===== src/rtl/decode_stage.sv =====
// decode_stage: registered, handshaked decode stage between fetch and execute.
// Decodes the ADD/AND/NOT/BR/JMP/LEA subset of the 16-bit ISA. A per-register
// scoreboard tracks issued but not yet retired register writes. Any RAW or WAW
// hazard against that scoreboard, or against the instruction held here, stalls
// fetch.
//
// Ports:
//   clk, rst            clock, synchronous active-high reset
//   in_valid/in_ready   fetch handshake; in_instr, in_pc carry the instruction
//   out_valid/out_ready execute handshake; out_* carry the decoded fields
//   wb_valid, wb_dr     execute retires a write to register wb_dr
//   flush               kill the held instruction (taken branch/jump)
//   stall_cycles        saturating count of hazard-stalled cycles
module decode_stage #(
   parameter int unsigned NUM_REGS    = 8,
   parameter int unsigned PC_W        = 16,
   parameter int unsigned BYPASS_WB   = 1,
   parameter int unsigned STALL_CNT_W = 16
) (
   input  logic                   clk,
   input  logic                   rst,
   input  logic                   in_valid,
   output logic                   in_ready,
   input  logic [15:0]            in_instr,
   input  logic [PC_W-1:0]        in_pc,
   output logic                   out_valid,
   input  logic                   out_ready,
   output logic [PC_W-1:0]        out_pc,
   output logic [1:0]             out_alu_op,
   output logic [1:0]             out_ssel,
   output logic                   out_we_reg,
   output logic                   out_branch,
   output logic [2:0]             out_nzp,
   output logic                   out_pc_ctrl_1,
   output logic [2:0]             out_sr1,
   output logic [2:0]             out_sr2,
   output logic [2:0]             out_dr,
   output logic [15:0]            out_imm,
   input  logic                   wb_valid,
   input  logic [2:0]             wb_dr,
   input  logic                   flush,
   output logic [STALL_CNT_W-1:0] stall_cycles
);

   // ---------------------------------------------------------------
   // Combinational decode of the offered instruction
   // ---------------------------------------------------------------
   logic [3:0]  op;
   logic        is_add, is_and, is_not, is_br, is_jmp, is_lea;
   logic        d_we, d_use_sr1, d_use_sr2;
   logic [1:0]  d_ssel;
   logic [15:0] d_imm;

   always_comb begin
      op     = in_instr[15:12];
      is_add = (op == 4'b0001);
      is_and = (op == 4'b0101);
      is_not = (op == 4'b1001);
      is_br  = (op == 4'b0000);
      is_jmp = (op == 4'b1100);
      is_lea = (op == 4'b1110);

      // (op==1110)|(op[1:0]==01), narrowed to known opcodes so the reserved
      // 1101 encoding does not write a register.
      d_we      = is_add | is_and | is_not | is_lea;
      d_use_sr1 = is_add | is_and | is_not | is_jmp;
      d_use_sr2 = (is_add | is_and) & ~in_instr[5];

      if (in_instr[5] && (op[1:0] == 2'b01))
         d_ssel = 2'b00;
      else if (is_lea)
         d_ssel = 2'b01;
      else
         d_ssel = 2'b10;

      if (d_ssel == 2'b00)
         d_imm = {{11{in_instr[4]}}, in_instr[4:0]};
      else
         d_imm = {{7{in_instr[8]}}, in_instr[8:0]};
   end

   // ---------------------------------------------------------------
   // Scoreboard and hazard detection
   // ---------------------------------------------------------------
   logic [NUM_REGS-1:0] scoreboard;
   logic [NUM_REGS-1:0] wb_mask;
   logic [NUM_REGS-1:0] set_mask;
   logic [NUM_REGS-1:0] sb_eff;
   logic [7:0]          reg_busy;
   logic                issue;
   logic                br_busy;
   logic                hazard;

   assign issue = out_valid & out_ready & ~flush;

   always_comb begin
      wb_mask  = '0;
      set_mask = '0;
      for (int unsigned i = 0; i < NUM_REGS; i++) begin
         wb_mask[i]  = wb_valid & (wb_dr == 3'(i));
         set_mask[i] = issue & out_we_reg & (out_dr == 3'(i));
      end
   end

   // With bypass, a same-cycle writeback already hides the pending bit.
   assign sb_eff = (BYPASS_WB != 0) ? (scoreboard & ~wb_mask) : scoreboard;

   always_comb begin
      reg_busy = '0;
      for (int unsigned i = 0; i < NUM_REGS; i++)
         reg_busy[i] = sb_eff[i] | (out_valid & out_we_reg & (out_dr == 3'(i)));
   end

   // BR reads only condition codes, which any outstanding write may change.
   assign br_busy = (|sb_eff) | (out_valid & out_we_reg);

   assign hazard = (d_use_sr1 & reg_busy[in_instr[8:6]])
                 | (d_use_sr2 & reg_busy[in_instr[2:0]])
                 | (d_we      & reg_busy[in_instr[11:9]])
                 | (is_br     & br_busy);

   assign in_ready = (~out_valid | out_ready) & ~hazard & ~flush;

   // ---------------------------------------------------------------
   // Sequential state
   // ---------------------------------------------------------------
   always_ff @(posedge clk) begin
      if (rst) begin
         out_valid     <= 1'b0;
         out_pc        <= '0;
         out_alu_op    <= '0;
         out_ssel      <= '0;
         out_we_reg    <= 1'b0;
         out_branch    <= 1'b0;
         out_nzp       <= '0;
         out_pc_ctrl_1 <= 1'b0;
         out_sr1       <= '0;
         out_sr2       <= '0;
         out_dr        <= '0;
         out_imm       <= '0;
         scoreboard    <= '0;
         stall_cycles  <= '0;
      end else begin
         if (flush) begin
            out_valid <= 1'b0;
         end else if (in_valid && in_ready) begin
            out_valid     <= 1'b1;
            out_pc        <= in_pc;
            out_alu_op    <= in_instr[15:14];
            out_ssel      <= d_ssel;
            out_we_reg    <= d_we;
            out_branch    <= is_br;
            out_nzp       <= in_instr[11:9];
            out_pc_ctrl_1 <= is_jmp;
            out_sr1       <= in_instr[8:6];
            out_sr2       <= in_instr[2:0];
            out_dr        <= in_instr[11:9];
            out_imm       <= d_imm;
         end else if (out_ready) begin
            out_valid <= 1'b0;
         end

         // Set after clear so an issue wins over a same-register writeback.
         scoreboard <= (scoreboard & ~wb_mask) | set_mask;

         if (in_valid && hazard && !flush && (stall_cycles != '1))
            stall_cycles <= stall_cycles + STALL_CNT_W'(1);
      end
   end

endmodule


===== config.mk =====
export PLATFORM = sky130hd
export DESIGN_NAME = decode_stage
export DESIGN_NICKNAME = d
export VERILOG_FILES = /design/src/rtl/decode_stage.sv
export SDC_FILE = /design/constraint.sdc
export NUM_CORES = 1
export LEC_CHECK = 0
export CORE_MARGIN = 2
export CORE_UTILIZATION = 46
export DETAILED_ROUTE_END_ITERATION = 12
export HOLD_SLACK_MARGIN = 0.15
export PLACE_DENSITY = 0.91
export SYNTH_ARGS = -nofsm -noshare
export SYNTH_HDL_FRONTEND = slang
export SYNTH_SLANG_ARGS = --single-unit

===== constraint.sdc =====
create_clock -name clk -period 3.7 [get_ports clk]
set_input_delay 0.74 -clock clk [delete_from_list [all_inputs] [get_ports clk]]
set_output_delay 0.74 -clock clk [all_outputs]
set_load 0.005 [all_outputs]

==> results of run 1 <==
[layout by cell type, fill, tap and decap left out, types with 5 or more instances in the layout]
| master | count |
|---|---|
| a21oi_1 | 27 |
| inv_1 | 11 |
| dfxtp_1 | 63 |
| nand2b_1 | 7 |
| o31ai_1 | 10 |
| mux2i_1 | 34 |
| clkdlybuf4s50_1 | 103 |
| nor2b_1 | 7 |
| nor2_1 | 53 |
| buf_4 | 25 |
| nand2_1 | 26 |
| nor4_1 | 5 |
| or4_1 | 11 |
| mux2_2 | 5 |
| nand3_1 | 9 |
| buf_12 | 5 |
| clkbuf_8 | 11 |
| a211oi_1 | 6 |
| o21ai_0 | 6 |
| a22oi_1 | 5 |
| a221oi_1 | 7 |
[metal layers]
layer | part of all wire (%) | wire length [um] | up-vias
met5 | 0 | 0 | -
met4 | 2.1 | 209 | 0
met3 | 7.7 | 763 | 20
met2 | 51 | 4980 | 155
met1 | 40 | 3900 | 1607
li1 | - | - | 1623
[worst max-delay path, cell delays in order]
cell             delay, ns
clkdlybuf4s15_1       0.32
nand2b_1              0.25
o21ai_0               0.27
buf_4                 0.19
and2_0                0.13
mux4_2                0.27
o311ai_4              0.09
nor4_2                0.31
dlygate4sd2_1         0.31
[cells by family after synthesis]
family	Yosys count	synth area share, %
compound gates	80	16.7
xor+xnor	1	0.262
fa+ha+maj	1	0.374
buf+inv	49	8.45
flops	63	37.7
mux	40	12.5
simple gates	152	24.0
[path summary, 6_finish.rpt]
kind | from | end | slack, ns | depth (start not counted)
setup / recovery | wb_dr[2] | in_ready | 0.07 | 9
hold / removal | out_imm[5] | out_imm[5] | 0.49 | 2
setup reg to reg | out_dr[1] | stall_cycles[14] | 0.55 | 11
hold reg to reg | out_imm[5] | out_imm[5] | 0.49 | 2
[where the power goes]
part           total [mW]  switching (mW)  leakage (nW)  internal, mW
logic               0.266           0.113          1.11         0.154
registers           0.720          0.0188         0.512         0.701
clock network       0.540           0.261        0.0894         0.278
[repair_timing]
item	4_1_cts	5_1_grt
pin swaps	0	1
gates resized for setup	6	7
endpoints found under the hold margin	0	0
setup endpoints to repair	1	1
hold buffers	0	0
[stage by stage]
step	power, mW	worst slack, ns	instances	setup TNS (ns)	instance area, um2
after global routing	1.59	0.0287	602	0	4790
final	1.53	0.0743	602	0	4790
after CTS	1.54	0.0107	602	0	4790
after detailed placement	1.00	-0.557	586	-7.98	4610
after floorplan	0.854	0.692	386	0	3340
after global placement	0.991	-0.426	586	-2.29	4610
[cell type report]
cell class                 instances  area (um2)  share of cell area [%]
multi-input combinational        274        1830                    38.1
timing repair buffer             139        1360                    28.4
sequential                        63        1260                    26.3
clock buffer                      13         159                    3.32
tap                               99         124                    2.59
inverter                          11        41.3                   0.862
clock inverter                     3        17.5                   0.366
==> impl_metrics.csv, run 1 <==
group,metric,value,unit
logic_synthesis,synth_common_cells,"63 x dfxtp_1, 53 x nor2_1, 34 x mux2i_1",
logic_synthesis,ys_seq_area_share,37.7,%
logic_synthesis,synth_edf_count,0,
logic_synthesis,synth_nets,428,
final_layout,syn2layout_area_growth,43.2,%
die,boundaryPins,110,
final_layout,fillers,606,
clock_tree,cts_buffers,9,
pwr,power_density,318,mW/mm2
logic_synthesis,synth_area,0.00334,mm2
route,postRouteWirelength,9.85,mm
run,maxCapViolCount,0,
logic_synthesis,ys_top_cells_by_area,"dfxtp_1 38%, mux2i_1 10%, nor2_1 5.9%, a21oi_1 4.0%, buf_4 2.9%",
worst_setup_path,crit_arrival,2.89,ns
pwr,leakage,1.71,nW
logic_synthesis,yosysWarnings,0,
route,dr_total_vias,3405,
die,die_x,89.3,um
logic_synthesis,synth_most_common_cell,"dfxtp_1",
global_route,grt_max_degree,46,
sta,hold_viol,0,
final_layout,largestRegisters,"out_pc: 16 flops, stall_cycles: 16 flops, scoreboard: 8 flops",
sta,fin_crit_sh,98.0,%
route,dr.pass1.iters,5,
route,via_per_inst,5.66,
global_route,grt_busiest_layer,"met2",
sta,worstMarginPinSlew,0.914,ns
logic_synthesis,synthCells,386,
worst_setup_path,critPathKind,"input pin to output port",
clock_tree,clk_pin_slew_worst_paths,0.07,ns
global_route,grt_first_pass_wirelength,15.3,mm
logic_synthesis,synth_top_area_share,37.7,%
logic_synthesis,avgSynthCellArea,8.66,um2
sta,rsz0062_at_grt,"false",
global_route,antenna_found_initial,0,
global_route,grtUsageMet3,7.48,%
die,dieArea,0.00797,mm2
worst_hold_path,hold_class,"flop to flop",
sta,period_minus_slack,3.63,ns
die,fp.dieH,89.3,um
die,rows,31,
sta,setup_violations,0,
sta,fin_skew,0.00992,ns
clock_tree,h-tree-depth,3,
worst_setup_path,end_kind,"output port",
logic_synthesis,synthArstFlopShare,0,%
clock_tree,cts_setup_buffers,0,
clock_tree,cts_tree,"done",
logic_synthesis,synth_top_cell_by_area,"dfxtp_1",
placed_design,io_buffers,109,
route,detail-route-antenna-nets,0,
final_layout,n_antenna_cell,0,
final_layout,drive_above_1_share,12.3,%
worst_setup_path,cp-start-kind,"input pin",
final_layout,nets,540,
logic_synthesis,synth_cell_type_count,56,
global_route,grt.overflow.total,0,
die,initial_core_util,46.9,%
logic_synthesis,synth.ff_latch_count,63,
run_status,status,"finished, final reports clean",
global_route,grtUsageMet1,28.3,%
logic_synthesis,synthFlopType,"dfxtp_1",
final_layout,utilization,67.1,%
clock_tree,cts_root_buffer,"clkbuf_8",
placed_design,hpwl,7.34,mm
global_route,grt_pass1_vias,3323,
global_route,grt_usage,24.7,%
global_route,grt_util_met2,43.2,%
clock_tree,clock_latency,0.33,ns
die,core,0.00714,mm2
sta,holdWs,0.491,ns
clock_tree,clock-sinks,63,
worst_setup_path,cp_data_required_time,2.96,ns
worst_setup_path,crit_fanout,11,
clock_tree,clockBufferDepth,2,
route,wl_per_cell,16.4,um
pwr,ir_drop,0.281,mV
sta,timing.fmax,276,MHz
placed_design,place_congestion,0.962,
route,drt-initial-drc-count,199,
route,drcViolationCount,0,
sta,max_slew_margin,38.2,%
sta,drv_slew,0,
Note: power is estimated with default switching activity, not from simulation.
==> run 2: changes to the inputs <==
CTS_CLUSTER_DIAMETER = 30   (was not set)
REMOVE_ABC_BUFFERS = 1   (was not set)
==> impl_metrics.csv, run 2 (same netlist as run 1, synthesis figures left out) <==
group,metric,value,unit
run_status,status,"finished, final reports clean",
final_layout,final_cell_mix,"103 x clkdlybuf4s50_1, 63 x dfxtp_1, 53 x nor2_1",
final_layout,multi_input_area,0.00183,mm2
die,die_x,89.3,um
final_layout,regArea,0.00126,mm2
run,maxCapViolCount,0,
clock_tree,cts_root_buffer,"clkbuf_8",
sta,setup_violations,0,
sta,fin_skew,0.0143,ns
global_route,grt_max_degree,41,
worst_setup_path,cp-start-kind,"input pin",
route,drcViolationCount,0,
global_route,grt.overflow.total,0,
final_layout,layout_commonest_cell,"clkdlybuf4s50_1",
route,via_per_inst,5.63,
die,core,0.00714,mm2
worst_setup_path,cp_data_required_time,2.96,ns
global_route,grt_first_pass_wirelength,15.7,mm
sta,holdWs,0.494,ns
placed_design,place_congestion,0.993,
route,detail-route-antenna-nets,0,
clock_tree,cts_buffers,9,
die,initial_core_util,46.9,%
die,boundaryPins,110,
sta,worstMarginPinSlew,1.10,ns
clock_tree,cts.repair.resized,8,
worst_setup_path,reg2reg_depth,9,
clock_tree,h-tree-depth,3,
final_layout,largestRegisters,"out_pc: 16 flops, stall_cycles: 16 flops, scoreboard: 8 flops",
worst_hold_path,hold_depth,2,
worst_setup_path,crit_arrival,2.85,ns
route,wl_per_cell,16.2,um
worst_setup_path,crit_fanout,10,
pwr,ir_drop,0.254,mV
sta,fin_crit_sh,97.1,%
final_layout,fin_cells,617,
worst_hold_path,hold_class,"flop to flop",
placed_design,dp_cells,601,
placed_design,io_buffers,109,
die,fp.dieH,89.3,um
die,rows,31,
route,drt-initial-drc-count,186,
route,postRouteWirelength,9.99,mm
route,dr.pass1.iters,5,
global_route,grt_usage,25.4,%
sta,rsz0062_at_grt,"false",
pwr,leakage,1.79,nW
clock_tree,cts_tree,"done",
sta,timing.fmax,278,MHz
clock_tree,hold_buffers,0,
final_layout,drive_above_1_share,14.3,%
clock_tree,clk_pin_slew_worst_paths,0.08,ns
global_route,antenna_found_initial,0,
route,dr_total_vias,3471,
global_route,grt_pass1_vias,3397,
sta,hold_viol,0,
sta,max_slew_margin,25.7,%
placed_design,hpwl,7.21,mm
sta,period_minus_slack,3.59,ns
final_layout,fillers,589,
die,dieArea,0.00797,mm2
clock_tree,clock_latency,0.33,ns
pwr,power_density,332,mW/mm2
clock_tree,clockBufferDepth,2,
clock_tree,cts_setup_buffers,0,
final_layout,n_antenna_cell,0,
final_layout,nets,555,
final_layout,syn2layout_area_growth,46.3,%
sta,drv_slew,0,
clock_tree,clock-sinks,63,
worst_setup_path,critPathKind,"input pin to output port",
worst_setup_path,end_kind,"output port",
==> run 2: changes by cell type in the layout (fill, tap and decap cells not counted), sizes merged <==
cell,change
buf,+15
bufinv,+2
clkbuf,-3
clkdlybuf4s15,-1
clkinvlp,-1
dlygate4sd2,+3
==> run 2: cell type report <==
class                      count  share of cell area, %
multi-input combinational    274                   37.4
sequential                    63                   25.8
clock inverter                 4                   1.43
tap                           99                   2.53
clock buffer                  12                   2.76
timing repair buffer         154                   29.2
inverter                      11                  0.844
==> run 2: worst max-delay path: stages <==
cell and delay, ns:
dlygate4sd2_1 0.39, nand2b_1 0.19, o21ai_0 0.11, buf_4 0.17
and2_0 0.13, mux4_2 0.48, o311ai_4 0.28, nor4_2 0.08
dlygate4sd2_1 0.27
==> run 2: power breakdown <==
part	internal (mW)	switching, mW
Sequential	0.701	0.0198
Combinational	0.157	0.111
Clock	0.378	0.259
==> run 2: per-layer routing <==
layer  part of all wire, %  GRT usage [%]  up-vias
li1                      -              -     1653
met1                    38           28.5     1629
met2                    51           44.6      160
met3                   7.0           6.37       29
met4                   3.6           12.6        0
met5                     0              0        -
==> run 2: worst paths after layout <==
path	slack (ns)	to	startpoint
hold / removal	0.49	out_imm[5]	out_imm[5]
hold reg to reg	0.49	out_imm[5]	out_imm[5]
setup reg to reg	0.47	stall_cycles[5]	out_dr[1]
setup / recovery	0.11	in_ready	wb_dr[0]
==> run 2: metrics by stage <==
stage / worst slack [ns] / total power [mW] / setup TNS, ns / area, um2 / utilization, %
finish: 0.108 / 1.63 / 0 / 4890 / 68.6
global route: 0.0176 / 1.69 / 0 / 4890 / 68.6
CTS: 0.140 / 1.63 / 0 / 4890 / 68.6
detailed placement: -0.435 / 1.00 / -7.91 / 4670 / 65.5
global placement: -0.420 / 0.994 / -3.79 / 4670 / 65.5
floorplan: -4.13 / 0.829 / -158.83 / 3100 / -
==> run 3: changes to the inputs <==
CORE_UTILIZATION = 40   (was 46)
PLACE_DENSITY = 0.82   (was 0.91)
==> impl_metrics.csv, run 3 (same netlist as run 1, synthesis figures left out) <==
group,metric,value,unit
final_layout,layout_commonest_cell,"clkdlybuf4s50_1",
worst_hold_path,hold_class,"flop to flop",
die,initial_core_util,40.9,%
global_route,grt_first_pass_wirelength,15.1,mm
clock_tree,clockBufferDepth,2,
clock_tree,clock-sinks,63,
route,postRouteWirelength,9.45,mm
worst_setup_path,cp-start-kind,"input pin",
route,dr.pass1.iters,5,
global_route,grt_busiest_layer,"met2",
worst_setup_path,critPathKind,"input pin to output port",
sta,worstMarginPinSlew,0.847,ns
clock_tree,hold_buffers,0,
route,wl_per_cell,15.2,um
placed_design,hpwl,6.87,mm
global_route,grt_max_degree,44,
sta,hold_viol,0,
global_route,grt.overflow.total,0,
final_layout,n_antenna_cell,0,
worst_setup_path,r2r_end,"stall_cycles[6]",
final_layout,final_cell_mix,"103 x clkdlybuf4s50_1, 63 x dfxtp_1, 53 x nor2_1",
worst_hold_path,min_to,"out_imm[5]",
sta,period_minus_slack,3.50,ns
global_route,grt_usage,21.2,%
sta,timing.fmax,286,MHz
route,detail-route-antenna-nets,0,
sta,max_slew_margin,42.7,%
final_layout,largestRegisters,"out_pc: 16 flops, stall_cycles: 16 flops, scoreboard: 8 flops",
clock_tree,clk_pin_slew_worst_paths,0.07,ns
global_route,antenna_found_initial,0,
route,dr_total_vias,3377,
worst_setup_path,end_kind,"output port",
final_layout,syn2layout_area_growth,45.9,%
route,drcViolationCount,0,
die,boundaryPins,110,
worst_setup_path,cp_data_required_time,2.96,ns
clock_tree,h-tree-depth,3,
global_route,grt_pass1_vias,3221,
die,fp.dieH,95.4,um
worst_setup_path,rr_startpoint,"out_dr[0]",
placed_design,dp_cells,606,
worst_setup_path,crit_fanout,9,
route,via_per_inst,5.42,
pwr,ir_drop,0.193,mV
die,dieArea,0.00911,mm2
worst_hold_path,hold_depth,2,
clock_tree,cts_buffers,9,
sta,setup_violations,0,
route,drt-initial-drc-count,181,
worst_setup_path,reg2reg_depth,10,
clock_tree,clock_latency,0.34,ns
worst_setup_path,regToRegSetupSlack,0.69,ns
pwr,power_density,323,mW/mm2
run,maxCapViolCount,0,
die,core,0.00818,mm2
global_route,grtUsageMet1,26.4,%
sta,fin_skew,0.00621,ns
final_layout,utilization,59.7,%
global_route,grt_util_met2,33.9,%
final_layout,fin_cells,623,
clock_tree,cts_root_buffer,"clkbuf_8",
pwr,leakage,1.78,nW
clock_tree,cts_tree,"done",
worst_hold_path,min_from,"out_imm[5]",
placed_design,place_congestion,0.933,
final_layout,drive_above_1_share,14.9,%
placed_design,io_buffers,109,
sta,drv_slew,0,
sta,rsz0062_at_grt,"false",
worst_setup_path,crit_arrival,2.76,ns
run_status,status,"finished, final reports clean",
die,die_x,95.4,um
global_route,grtUsageMet3,7.59,%
sta,fin_crit_sh,94.5,%
die,rows,33,
final_layout,nets,555,
## run 3: layer usage
layer	up-vias	part of all wire, %
li1	1652	-
met1	1579	42
met2	128	47
met3	18	9.0
met4	0	1.7
met5	-	0
## run 3: per-stage QoR
step	setup slack (ns)	power, mW	cell area, um2	hold WS (ns)	setup TNS (ns)
CTS	0.0852	1.59	4860	0.486	0
global placement	-0.394	0.995	4670	0.459	-1.94
detailed placement	-0.418	1.00	4670	0.473	-4.78
finish	0.202	1.57	4880	0.483	0
global route	0.0417	1.65	4880	0.514	0
floorplan	-4.13	0.829	3100	0.452	-158.83
## run 3: worst max-delay path by stage
stage / start / end / slack, ns / cells past startpoint
finish: wb_dr[1] / in_ready / 0.20 / 8
global route: wb_dr[1] / in_ready / 0.04 / 8
CTS: wb_dr[1] / in_ready / 0.09 / 8
detailed placement: wb_dr[0] / in_ready / -0.42 / 9
global placement: wb_dr[0] / in_ready / -0.39 / 9
floorplan: wb_dr[1] / out_we_reg / -4.13 / 6
## run 3: report_power, final
part           switching (mW)  leakage (nW)  internal, mW  total [mW]
combinational           0.111          1.17         0.156       0.267
clock                   0.280        0.0960         0.309       0.589
sequential             0.0184         0.512         0.700       0.719
total                   0.409          1.78          1.17        1.57
## run 3: worst max-delay path, cell delays in order
cell and delay [ns]:
dlygate4sd2_1 0.32, or4b_1 0.59, a22oi_1 0.21, mux2i_1 0.11, o221ai_1 0.18, nand3_1 0.15, nor4_2 0.28, clkbuf_2 0.18
## run 3: layout make-up
| class | instances | area [um2] |
|---|---|---|
| fillers | 704 | 3300 |
| multi-input cells | 274 | 1830 |
| inverters | 11 | 41.3 |
| well taps | 105 | 131 |
| repair buffers | 154 | 1430 |
| clock buffers | 10 | 128 |
| flip-flops and latches | 63 | 1260 |
| clock inverters | 6 | 61.3 |
## run 3: repair_timing
action | CTS | global route
endpoints found under the setup margin | 1 | 1
pin swaps | 1 | 0
gates resized for setup | 5 | 6
buffers inserted | 1 | 0
hold endpoints to repair | 0 | 0
